$ cat src/rtl/brl_sequencer_pkg.sv
// brl_sequencer_pkg: phase codes and default duty width shared by the sequencer and its bus
package brl_sequencer_pkg;
  localparam int DUTY_W = 10;
  typedef enum logic [2:0] {
    IDLE    = 3'd0,
    RISE    = 3'd1,
    HOLD_HI = 3'd2,
    FALL    = 3'd3,
    HOLD_LO = 3'd4
  } phase_e;
endpackage

$ cat src/rtl/brl_sequencer_if.sv
// brl_sequencer_if: control inputs and duty/status outputs between the enable logic, PWM and sequencer
interface brl_sequencer_if
  import brl_sequencer_pkg::*;
#(
  parameter int pWIDTH = DUTY_W
);
  logic              en;
  logic              oneshot;
  logic              end_tick;
  logic [pWIDTH-1:0] cyc_duty;
  logic [2:0]        phase;
  logic              cyc_done;
  modport master (output en, oneshot, end_tick, input cyc_duty, phase, cyc_done);
  modport slave  (input en, oneshot, end_tick, output cyc_duty, phase, cyc_done);
endinterface

$ cat src/rtl/brl_tick_div.sv
// brl_tick_div: passes every pDIV-th input tick; output is combinational from tick_in and the count
module brl_tick_div #(
  parameter int pDIV = 1
) (
  input  logic clk,
  input  logic rst_n,
  input  logic clr,
  input  logic tick_in,
  output logic tick_out
);
  localparam int CW = pDIV > 1 ? $clog2(pDIV) : 1;
  localparam logic [CW-1:0] LAST = CW'(pDIV - 1);
  logic [CW-1:0] cnt_q;
  assign tick_out = tick_in && cnt_q == LAST;
  always_ff @(posedge clk or negedge rst_n)
    if (!rst_n) cnt_q <= '0;
    else if (clr) cnt_q <= '0;
    else if (tick_in) cnt_q <= tick_out ? '0 : cnt_q + 1'b1;
endmodule

$ cat src/rtl/brl_sequencer.sv
// brl_sequencer: breathing-light envelope (rise, hold high, fall, hold low) updating the PWM duty once per step
module brl_sequencer
  import brl_sequencer_pkg::*;
#(
  parameter int pWIDTH   = DUTY_W,
  parameter int pMAX     = 200,
  parameter int pSTEP    = 5,
  parameter int pDIV     = 1,
  parameter int pHOLD_HI = 10,
  parameter int pHOLD_LO = 10
) (
  input logic            clk,
  input logic            rst_n,
  brl_sequencer_if.slave bus
);
  localparam int HMAX = pHOLD_HI > pHOLD_LO ? pHOLD_HI : pHOLD_LO;
  localparam int HW = HMAX > 1 ? $clog2(HMAX) : 1;
  localparam logic [pWIDTH:0]   MAX_X  = (pWIDTH + 1)'(pMAX);
  localparam logic [pWIDTH:0]   STEP_X = (pWIDTH + 1)'(pSTEP);
  localparam logic [pWIDTH-1:0] MAX_D  = pWIDTH'(pMAX);
  localparam logic [pWIDTH-1:0] STEP_D = pWIDTH'(pSTEP);
  localparam logic [HW-1:0]     HI_L   = HW'(pHOLD_HI - 1);
  localparam logic [HW-1:0]     LO_L   = HW'(pHOLD_LO - 1);
  phase_e            state_q;
  logic [pWIDTH-1:0] duty_q;
  logic [HW-1:0]     hold_q;
  logic              done_q, stop_q, step, fin, div_clr;
  logic [pWIDTH:0]   sum;
  assign sum = {1'b0, duty_q} + STEP_X;
  assign div_clr = !bus.en || state_q == IDLE;
  // end of breath: last fall step with no low hold, or last low-hold step
  assign fin = step && ((state_q == FALL && duty_q <= STEP_D && pHOLD_LO == 0) ||
                        (state_q == HOLD_LO && hold_q == LO_L));
  brl_tick_div #(.pDIV(pDIV)) u_div (
    .clk     (clk),
    .rst_n   (rst_n),
    .clr     (div_clr),
    .tick_in (bus.end_tick),
    .tick_out(step)
  );
  // stop_q keeps a finished oneshot parked in IDLE until en is dropped
  always_ff @(posedge clk or negedge rst_n)
    if (!rst_n) begin
      state_q <= IDLE;
      duty_q  <= '0;
      hold_q  <= '0;
      done_q  <= 1'b0;
      stop_q  <= 1'b0;
    end else if (!bus.en) begin
      state_q <= IDLE;
      duty_q  <= '0;
      hold_q  <= '0;
      done_q  <= 1'b0;
      stop_q  <= 1'b0;
    end else begin
      done_q <= fin;
      if (fin) begin
        state_q <= bus.oneshot ? IDLE : RISE;
        stop_q  <= bus.oneshot;
        duty_q  <= '0;
        hold_q  <= '0;
      end else if (state_q == IDLE) begin
        if (!stop_q) state_q <= RISE;
      end else if (step) begin
        case (state_q)
          RISE:
            if (sum >= MAX_X) begin
              duty_q  <= MAX_D;
              state_q <= pHOLD_HI == 0 ? FALL : HOLD_HI;
            end else duty_q <= sum[pWIDTH-1:0];
          HOLD_HI:
            if (hold_q == HI_L) begin
              hold_q  <= '0;
              state_q <= FALL;
            end else hold_q <= hold_q + 1'b1;
          FALL:
            if (duty_q <= STEP_D) begin
              duty_q  <= '0;
              state_q <= HOLD_LO;
            end else duty_q <= duty_q - STEP_D;
          HOLD_LO: hold_q <= hold_q + 1'b1;
          default: state_q <= IDLE;
        endcase
      end
    end
  assign bus.cyc_duty = duty_q;
  assign bus.phase    = state_q;
  assign bus.cyc_done = done_q;
endmodule

$ cat src/flat_wrapper.sv
// flat-port wrapper written by rule: the top's interface ports become plain ports
module brl_sequencer_flat import brl_sequencer_pkg::*;
#(
  parameter int pWIDTH   = DUTY_W,
  parameter int pMAX     = 200,
  parameter int pSTEP    = 5,
  parameter int pDIV     = 1,
  parameter int pHOLD_HI = 10,
  parameter int pHOLD_LO = 10
)
  (clk, rst_n, bus_en, bus_oneshot, bus_end_tick, bus_cyc_duty, bus_phase, bus_cyc_done);
  brl_sequencer_if #(.pWIDTH(pWIDTH)) bus_i ();
  input logic clk;
  input logic rst_n;
  input wire logic [$bits(bus_i.en)-1:0] bus_en;
  input wire logic [$bits(bus_i.oneshot)-1:0] bus_oneshot;
  input wire logic [$bits(bus_i.end_tick)-1:0] bus_end_tick;
  output wire logic [$bits(bus_i.cyc_duty)-1:0] bus_cyc_duty;
  output wire logic [$bits(bus_i.phase)-1:0] bus_phase;
  output wire logic [$bits(bus_i.cyc_done)-1:0] bus_cyc_done;
  assign bus_i.en = bus_en;
  assign bus_i.oneshot = bus_oneshot;
  assign bus_i.end_tick = bus_end_tick;
  assign bus_cyc_duty = bus_i.cyc_duty;
  assign bus_phase = bus_i.phase;
  assign bus_cyc_done = bus_i.cyc_done;
  brl_sequencer #(.pWIDTH(pWIDTH), .pMAX(pMAX), .pSTEP(pSTEP), .pDIV(pDIV), .pHOLD_HI(pHOLD_HI), .pHOLD_LO(pHOLD_LO)) u_core (.clk(clk), .rst_n(rst_n), .bus(bus_i));
endmodule
$ cat config.mk
export PLATFORM = sky130hd
export DESIGN_NAME = brl_sequencer_flat
export DESIGN_NICKNAME = d
export VERILOG_FILES = /design/src/rtl/brl_sequencer_pkg.sv /design/src/rtl/brl_sequencer_if.sv /design/src/rtl/brl_tick_div.sv /design/src/rtl/brl_sequencer.sv /design/src/flat_wrapper.sv
export SDC_FILE = /design/constraint.sdc
export NUM_CORES = 1
export LEC_CHECK = 0
export CELL_PAD_IN_SITES_DETAIL_PLACEMENT = 0
export CELL_PAD_IN_SITES_GLOBAL_PLACEMENT = 1
export CORE_MARGIN = 2
export CORE_UTILIZATION = 38
export CTS_CLUSTER_DIAMETER = 200
export DETAILED_ROUTE_END_ITERATION = 16
export PLACE_DENSITY_LB_ADDON = 0.3
export SLEW_MARGIN = 20
export SYNTH_ARGS = -nofsm -noshare
export SYNTH_HDL_FRONTEND = slang
export SYNTH_SLANG_ARGS = --single-unit
$ cat constraint.sdc
create_clock -name clk -period 2.06 [get_ports clk]
set_clock_uncertainty 0.1 [all_clocks]
set_input_delay 0.412 -clock clk [delete_from_list [all_inputs] [get_ports clk]]
set_output_delay 0.412 -clock clk [all_outputs]
set_load 0.005 [all_outputs]
## After elaboration in Yosys (flattened, before gate mapping)

Index checks and enable logic that the tools add are counted.

| word-level totals | value |
|---|---|
| flip-flop bits (word level) | 20 |
| output and inout bits | 14 |
| word-level logic and storage cells | 68 |
| input bits | 5 |

| cells by class | value |
|---|---|
| add/sub/neg operators | 4 |
| reductions and logical operators | 10 |
| equality and inequality tests | 16 |
| muxes and demuxes | 29 |
| magnitude comparators | 2 |
| bitwise operators | 1 |

Operator list:

| cell | number |
|---|---|
| $mux 10 | 6 |
| $mux 3 | 8 |
| $mux 4 | 5 |
| $pmux 10 s2 | 1 |
| $ne 4x1->1 const B | 3 |
| $pmux 3 s4 | 1 |
| $add 10x3->11 const B | 1 |
| $ge 11x8->1 const B | 1 |
| $le 10x3->1 const B | 1 |
| $ne 5x2->1 const B | 2 |
| $sub 10x3->10 const B | 1 |
| $pmux 4 s2 | 1 |
| $mux 1 | 7 |
| $eq 3x2->1 const B | 2 |
| $reduce_and 3->1 | 2 |
| $reduce_and 6->1 | 1 |
| $ne 5x4->1 const B | 1 |
| $add 4x1->4 const B | 1 |
| $eq 4x4->1 const B | 1 |
| $ne 4x3->1 const B | 1 |
| $ne 4x4->1 const B | 1 |
| $eq 3x1->1 const B | 1 |
| $eq 3x3->1 const B | 1 |
| $logic_and 1x1->1 | 3 |
| other kinds (9) | 9 |

## Depth between registers and ports, before layout

Gate-level depths: netlist of the first run.

| logic depth | value |
|---|---|
| depth in word-level cells | 8 |
| mapped depth | 8 |
| gate-level depth less buffers | 7 |

## Hierarchy

A second synthesis of the first run with hierarchy kept.

| second synthesis, totals | value |
|---|---|
| cell total of the unflattened synthesis | 184 |
| area, all modules | 1541.5 um2 |

Modules (own cells, without submodules):

| module | area an instance (um2) | cells each | times used |
|---|---|---|---|
| brl_sequencer | 1495.2 | 181 | 1 |
| brl_tick_div | 46.3 | 3 | 1 |

## Worst setup path after synthesis of the first run

No wires, ideal clock.

| path | value |
|---|---|
| path type | register -> register |
| start point | reg u_core.duty_q[4], in the netlist u_core.bus.cyc_duty[4] |
| end point | reg u_core.duty_q[4], in the netlist u_core.bus.cyc_duty[4] |
| required time | 1824 ps |
| arrival time | 1822 ps |
| library setup time | 136 ps |
| stages on the path, launching flop included | 7 |
| period minus slack after synthesis | 2057 ps |
| path buffers | 1 |
| slack | 3 ps |
| path through | dfrtp_1 -> or4_4 -> o31a_1 -> and2_4 -> buf_6 -> a211oi_2 -> o32ai_1 |

| between the ends | value |
|---|---|
| longest elaborated chain between the ends | 8 |
| elaborated cells between the ends (all ways) | 11 |
| classes of those cells | add/sub: 2; order compare: 2; mux: 7 |

Ends and longest elaborated chain:

| element | line | RTL |
|---|---|---|
| start: declaration | brl_sequencer.sv:25 | `logic [pWIDTH-1:0] duty_q;` |
| start signal: assignment | brl_sequencer.sv:70 | `end else duty_q <= sum[pWIDTH-1:0];` |
| start signal: assignment | brl_sequencer.sv:80 | `end else duty_q <= duty_q - STEP_D;` |
| $add 10x3->11 | brl_sequencer.sv:29 | `assign sum = {1'b0, duty_q} + STEP_X;` |
| $ge 11x8->1 | brl_sequencer.sv:67 | `if (sum >= MAX_X) begin` |
| $mux 10 | brl_sequencer.sv:67 |  |
| $pmux 10 s2 (*) | brl_sequencer.sv:65 | `case (state_q)` |
| $mux 10 (*) | brl_sequencer.sv:64 | `end else if (step) begin` |
| $mux 10 (*) | brl_sequencer.sv:62 | `end else if (state_q == IDLE) begin` |
| $mux 10 (*) | brl_sequencer.sv:57 | `if (fin) begin` |
| $mux 10 (*) | brl_sequencer.sv:49 | `end else if (!bus.en) begin` |

Every way passes the cells marked *; elsewhere a longest branch is shown, timed or not. The select of a mux whose other input is x is not followed.
A chain may end at the register's enable or synchronous reset.

## Final worst setup path of the first run

| path | value |
|---|---|
| start point | reg u_core.duty_q[9], in the netlist u_core.bus.cyc_duty[9] |
| end point | reg u_core.duty_q[4], in the netlist u_core.bus.cyc_duty[4] |

Same word-level chain as after synthesis.

==> results of run 1 <==
stage by stage:
stage / hold slack, ns / setup TNS [ns] / worst slack (ns)
finish: 0.382 / -0.346 / -0.0795
global route: 0.409 / -1.06 / -0.135
CTS: 0.391 / -0.232 / -0.0560
detailed placement: 0.427 / -0.950 / -0.150
global placement: 0.401 / -0.681 / -0.132
floorplan: 0.0164 / 0 / 0.00263
worst paths after layout:
| kind | startpoint | end | slack, ns | cells past startpoint |
|---|---|---|---|---|
| setup / recovery | u_core.bus.cyc_duty[9] | u_core.bus.cyc_duty[4] | -0.08 | 6 |
| hold / removal | rst_n | u_core.bus.cyc_duty[8] | 0.38 | 2 |
| setup reg to reg | u_core.bus.cyc_duty[9] | u_core.bus.cyc_duty[4] | -0.08 | 6 |
| hold reg to reg | u_core.hold_q[2] | u_core.hold_q[2] | 0.44 | 1 |
| max in group asynchronous | rst_n | u_core.bus.cyc_duty[0] | 1.24 | 2 |
| min in group clk | u_core.hold_q[2] | u_core.hold_q[2] | 0.44 | 1 |
logic make-up (layout without fill, tap and decap cells):
group                    count (synthesis)  in the layout
XOR/XNOR                                 4              4
multiplexers                             3              3
buffers and inverters                   19             83
AND/OR/NAND/NOR                         69             69
adder cells (fa/ha/maj)                  5              5
AO/OA/AOI/OAI                           66             66
flip-flops                              20             20
critical path: stages (launching register included):
cell and delay (ns):
dfrtp_1 0.39, or4_4 0.55, o31a_1 0.36, buf_4 0.16, and2_4 0.16, a211oi_2 0.18, o32ai_1 0.11
synth_stat cells (all sizes together), types with 4 or more instances:
master	n	area, sq um
a21oi	9	45.0
buf	9	51.3
dfrtp	20	500
ha	5	62.6
inv	7	26.3
nand2	14	60.1
nand3	9	45.0
nor2	12	45.0
nor2b	5	31.3
nor3	4	25.0
nor4	5	37.5
o211ai	4	30.0
o21ai	12	63.8
o221ai	4	41.3
what timing repair did:
item	in CTS	in global routing
pin swaps	5	6
buffers inserted	2	3
endpoints found under the setup margin	11	12
resized for setup	10	8
cloned	0	0
metal layers:
layer  routed length, um  part of all wire, %  vias up
met2                2290                   46       72
met5                   0                    0        -
met1                2200                   45      822
met4                 124                  2.5        0
met3                 305                  6.2       12
li1                    -                    -      839
sequential cells by signal, summed over array words and instances, names as in the netlist:
signal / count
u_core.bus.cyc_done: 1
u_core.bus.cyc_duty: 10
u_core.bus.phase: 3
u_core.hold_q: 4
u_core.stop_q: 1
u_core.u_div.cnt_q: 1
area by class of cell:
| type | instances | area, sq um |
|---|---|---|
| Fill cell | 354 | 1730 |
| Multi-Input combinational cell | 147 | 1060 |
| Timing Repair Buffer | 73 | 601 |
| Sequential cell | 20 | 503 |
| Tap cell | 50 | 62.6 |
| Clock buffer | 3 | 41.3 |
| Inverter | 7 | 26.3 |
report_power, final:
| part | switching, mW | internal [mW] |
|---|---|---|
| logic | 0.523 | 0.508 |
| registers | 0.0629 | 0.447 |
| clock network | 0.142 | 0.131 |
==> impl_metrics.yaml, run 1 <==
drt:
  routedWlPerCell_um: 16.4
  avgViaCountPerCell: 5.82
  dr.pass1.iters: 4
  dr_total_vias: 1745
  drtIter0Drc: 155
  routed_wl_um: 4920
  drc: 0
  ant_nets: 0
logic_synthesis:
  synth.area.mux_share_pct: 1.96
  synthFlopType: "dfrtp_1"
  ys_warn_count: 0
  synth_xor_area_share_pct: 2.19
  synth_top_family_by_area: "compound AO/OA/AOI/OAI gates"
  synth_compound_area_share_pct: 31.0
  async_reset_ff_share_pct: 100
  synth_fa_ha_area_share_pct: 3.91
  mappedNetlistNets: 196
  syn_inst: 186
  synth_area_sq_um: 1600
  synth_cell_types: 60
  syn_avg_cell_area_sq_um: 8.60
  yosysSeqAreaShare_pct: 31.3
  synthSimpleGateAreaFrac_pct: 24.1
  synth_edf_count: 0
  ys_ff_latch: 20
layout:
  syn_to_final_growth_pct: 43.6
  final_common_cell: "buf_4"
  final_cells: 300
  layout_common_cells: "buf_4, clkdlybuf4s50_1, dfrtp_1"
  final_nets: 262
  diodes: 0
  post-route-util_pct: 57.0
  design_area_sq_um: 2300
  drive_above_1_share_pct: 32.8
flow_run:
  max-cap-violations: 0
grt:
  grtUsageMet3_pct: 4.06
  antenna_found_initial: 0
  grt_max_degree: 21
  busiest_layer: "met2"
  grt_use_met1_pct: 30.6
  use_met2_pct: 37.0
  grt_pass1_vias: 1758
  grt_pass1_wl_um: 8180
  grt_use_total_pct: 23.3
  overflow: 0
power_and_ir_drop:
  irDropWorstVdd_mv: 0.454
  leakage_nw: 1.01
  powerDensity_nw_per_um2: 790
  total_power_mw: 1.81
sta:
  slew_violations: 0
  worstMarginPinSlew_ns: 0.418
  post-route-period-util_pct: 104
  rsz0062_at_grt: "yes"
  finalSetupViolations: 8
  fmaxAchievable_mhz: 467
  slew_headroom_pct: 72.1
  hold_viol_final: 0
  fin_ws_ns: -0.0795
  period_minus_slack_ns: 2.14
min_path:
  hold_class: "in -> async"
setup_path:
  cp.arrival_ns: 2.19
  critPathMaxFanout: 6
  end_kind: "flop"
  worst-endpoint-required_ns: 2.11
  worstSetupPathType: "reg -> reg"
  start_kind: "flop"
floorplan:
  initial_utilization_pct: 39.7
  ios: 19
  die_h_um: 68.9
  rows: 23
  die_w_um: 68.9
  die_area_sq_um: 4740
  coreArea_sq_um: 4030
cts:
  htreeDepth: 1
  path_clk_slew_ns: 0.08
  cts.sinks: 20
  ctsHoldBuffers: 0
  numCtsBuffers: 3
  clk_latency_ns: 0.27
  cts_tree: "yes"
  clockRootBuffer: "clkbuf_8"
  clk_path_buf_depth: 2
status:
  failed_checks: "setup timing"
  outcome: "finished with violations"
placed_design:
  dp.cells: 292
  portBuffers: 18
  placed_area_sq_um: 2150
  gp_congestion: 0.979
  dp.final_hpwl_um: 3540
Note: power is estimated with default switching activity, not from simulation.
==> run 2: changes to the inputs <==
- PLACE_DENSITY: unset -> 0.8
- PLACE_DENSITY_LB_ADDON: 0.3 -> unset
==> run 2 against run 1 <==
Effect of this change: the run still ends with setup timing left; routed wire length down 3.4%; cell count decreased by 1.0%; total power increased by 1.7%; non-clock buffer count shrank 4; worst hold slack better by 0.0076 ns; via count decreased by 1.8%; critical path type unchanged.
==> impl_metrics.yaml, run 2 (synthesis results as in run 1) <==
grt:
  grt_use_total_pct: 21.8
  grt_max_degree: 21
  antenna_found_initial: 0
  overflow: 0
  grt_pass1_vias: 1643
  grt_pass1_wl_um: 7760
setup_path:
  worst-endpoint-required_ns: 2.11
  worstSetupPathType: "reg -> reg"
  critPathMaxFanout: 4
  path_cells: "or4_4 > o31a_1 > nand2_4 > buf_6 > o221ai_1 > a221o_1"
  slowest_stage: "or4_4"
  start_kind: "flop"
  max_stage_delay_ns: 0.54
  path_delay_family: "compound AO/OA/AOI/OAI gates"
  path_buf_inv: 1
  cp.arrival_ns: 2.15
  end_kind: "flop"
cts:
  clk_latency_ns: 0.26
  cts.sinks: 20
  numCtsBuffers: 3
  path_clk_slew_ns: 0.08
  cts_tree: "yes"
  clockRootBuffer: "clkbuf_8"
  htreeDepth: 1
  clk_path_buf_depth: 2
power_and_ir_drop:
  irDropWorstVdd_mv: 0.580
  power.internal_mw: 1.13
  powerDensity_nw_per_um2: 796
  seqPwrFrac_pct: 27.3
  p_clk_share_pct: 16.7
  power_frac_comb_pct: 56.1
  p_sw_share_pct: 38.9
  power_switching_uw: 717
  leakage_nw: 1.01
status:
  failed_checks: "setup timing"
  outcome: "finished with violations"
drt:
  wl_met1_um: 2220
  dr.pass1.iters: 4
  route.met3.wl_um: 146
  ant_nets: 0
  dr_total_vias: 1714
  dr.max_layer_used: "met4"
  routed_wl_um: 4760
  wl_met2_um: 2360
  routedWlPerCell_um: 16.0
  drtIter0Drc: 153
  avgViaCountPerCell: 5.77
  drc: 0
layout:
  multi_input_area_sq_um: 1090
  final_common_cell: "buf_4"
  final_cells: 297
  drive_above_1_share_pct: 34.4
  syn_to_final_growth_pct: 44.8
  regArea_sq_um: 503
  largest_reg_flops: 10
  fill_cells: 370
  post-route-util_pct: 57.5
  layout_common_cells: "buf_4, clkdlybuf4s50_1, dfrtp_1"
  final_nets: 258
  diodes: 0
placed_design:
  portBuffers: 18
  gp_congestion: 0.862
  dp.final_hpwl_um: 3560
  dp.cells: 288
floorplan:
  coreArea_sq_um: 4030
  ios: 19
  rows: 23
  die_area_sq_um: 4740
  initial_utilization_pct: 39.7
  die_h_um: 68.9
  die_w_um: 68.9
sta:
  worstMarginPinSlew_ns: 0.413
  hold_viol_final: 0
  slew_headroom_pct: 72.4
  post-route-period-util_pct: 102
  fin_ws_ns: -0.0413
  period_minus_slack_ns: 2.10
  rsz0062_at_grt: "yes"
  fmaxAchievable_mhz: 476
  slew_violations: 0
  finalSetupViolations: 2
min_path:
  hold_class: "in -> async"
flow_run:
  max-cap-violations: 0
## run 2: power by group through the flow
stage | sequential [mW] | combinational (mW) | clock (mW)
5_1_grt | 0.513 | 1.13 | 0.328
6_report | 0.503 | 1.03 | 0.308
4_1_cts | 0.494 | 0.956 | 0.309
3_5_place_dp | 0.503 | 0.907 | 0
3_3_place_gp | 0.498 | 0.889 | 0
2_1_floorplan | 0.513 | 0.480 | 0
## run 2: final cells by class
class | count | area share [%]
Tap cell | 50 | 2.70
Inverter | 7 | 1.13
Multi-Input combinational cell | 147 | 47.3
Clock buffer | 4 | 2.38
Timing Repair Buffer | 69 | 24.8
Sequential cell | 20 | 21.7
## run 2: worst paths after layout
kind / end / slack (ns) / startpoint / cells after the start
worst max-delay path: u_core.bus.cyc_duty[7] / -0.04 / u_core.bus.cyc_duty[4] / 6
worst min-delay path: u_core.hold_q[1] / 0.39 / rst_n / 2
worst max register to register: u_core.bus.cyc_duty[7] / -0.04 / u_core.bus.cyc_duty[4] / 6
worst min register to register: u_core.u_div.cnt_q / 0.43 / u_core.u_div.cnt_q / 2
max in group asynchronous: u_core.bus.cyc_duty[1] / 1.24 / rst_n / 2
min in group clk: u_core.u_div.cnt_q / 0.43 / u_core.u_div.cnt_q / 2
## run 2: per-stage QoR
stage          setup WS (ns)  TNS (ns)  cell area [sq um]  total power [mW]  hold slack [ns]
3_5_place_dp          -0.174    -0.837               2120              1.41            0.421
4_1_cts              -0.0411   -0.0820               2230              1.76            0.404
2_1_floorplan        0.00263         0               1600             0.993           0.0164
6_report             -0.0413   -0.0748               2320              1.84            0.389
5_1_grt               -0.114    -0.225               2320              1.97            0.432
3_3_place_gp         -0.0810    -0.415               2120              1.39            0.399
## run 2: timing repair
action / CTS / global route
cloned: 0 / 0
setup buffers: 3 / 2
pin swaps: 3 / 6
endpoints found under the hold margin: 0 / 0
gates resized for setup: 7 / 20
setup endpoints to repair: 5 / 10
hold buffers: 0 / 0
## run 2: layer usage
layer / vias to the layer above / global-route usage [%]
met3: 2 / 3.57
met1: 843 / 30.2
met5: - / 0
met2: 41 / 36.4
li1: 828 / -
met4: 0 / 3.43
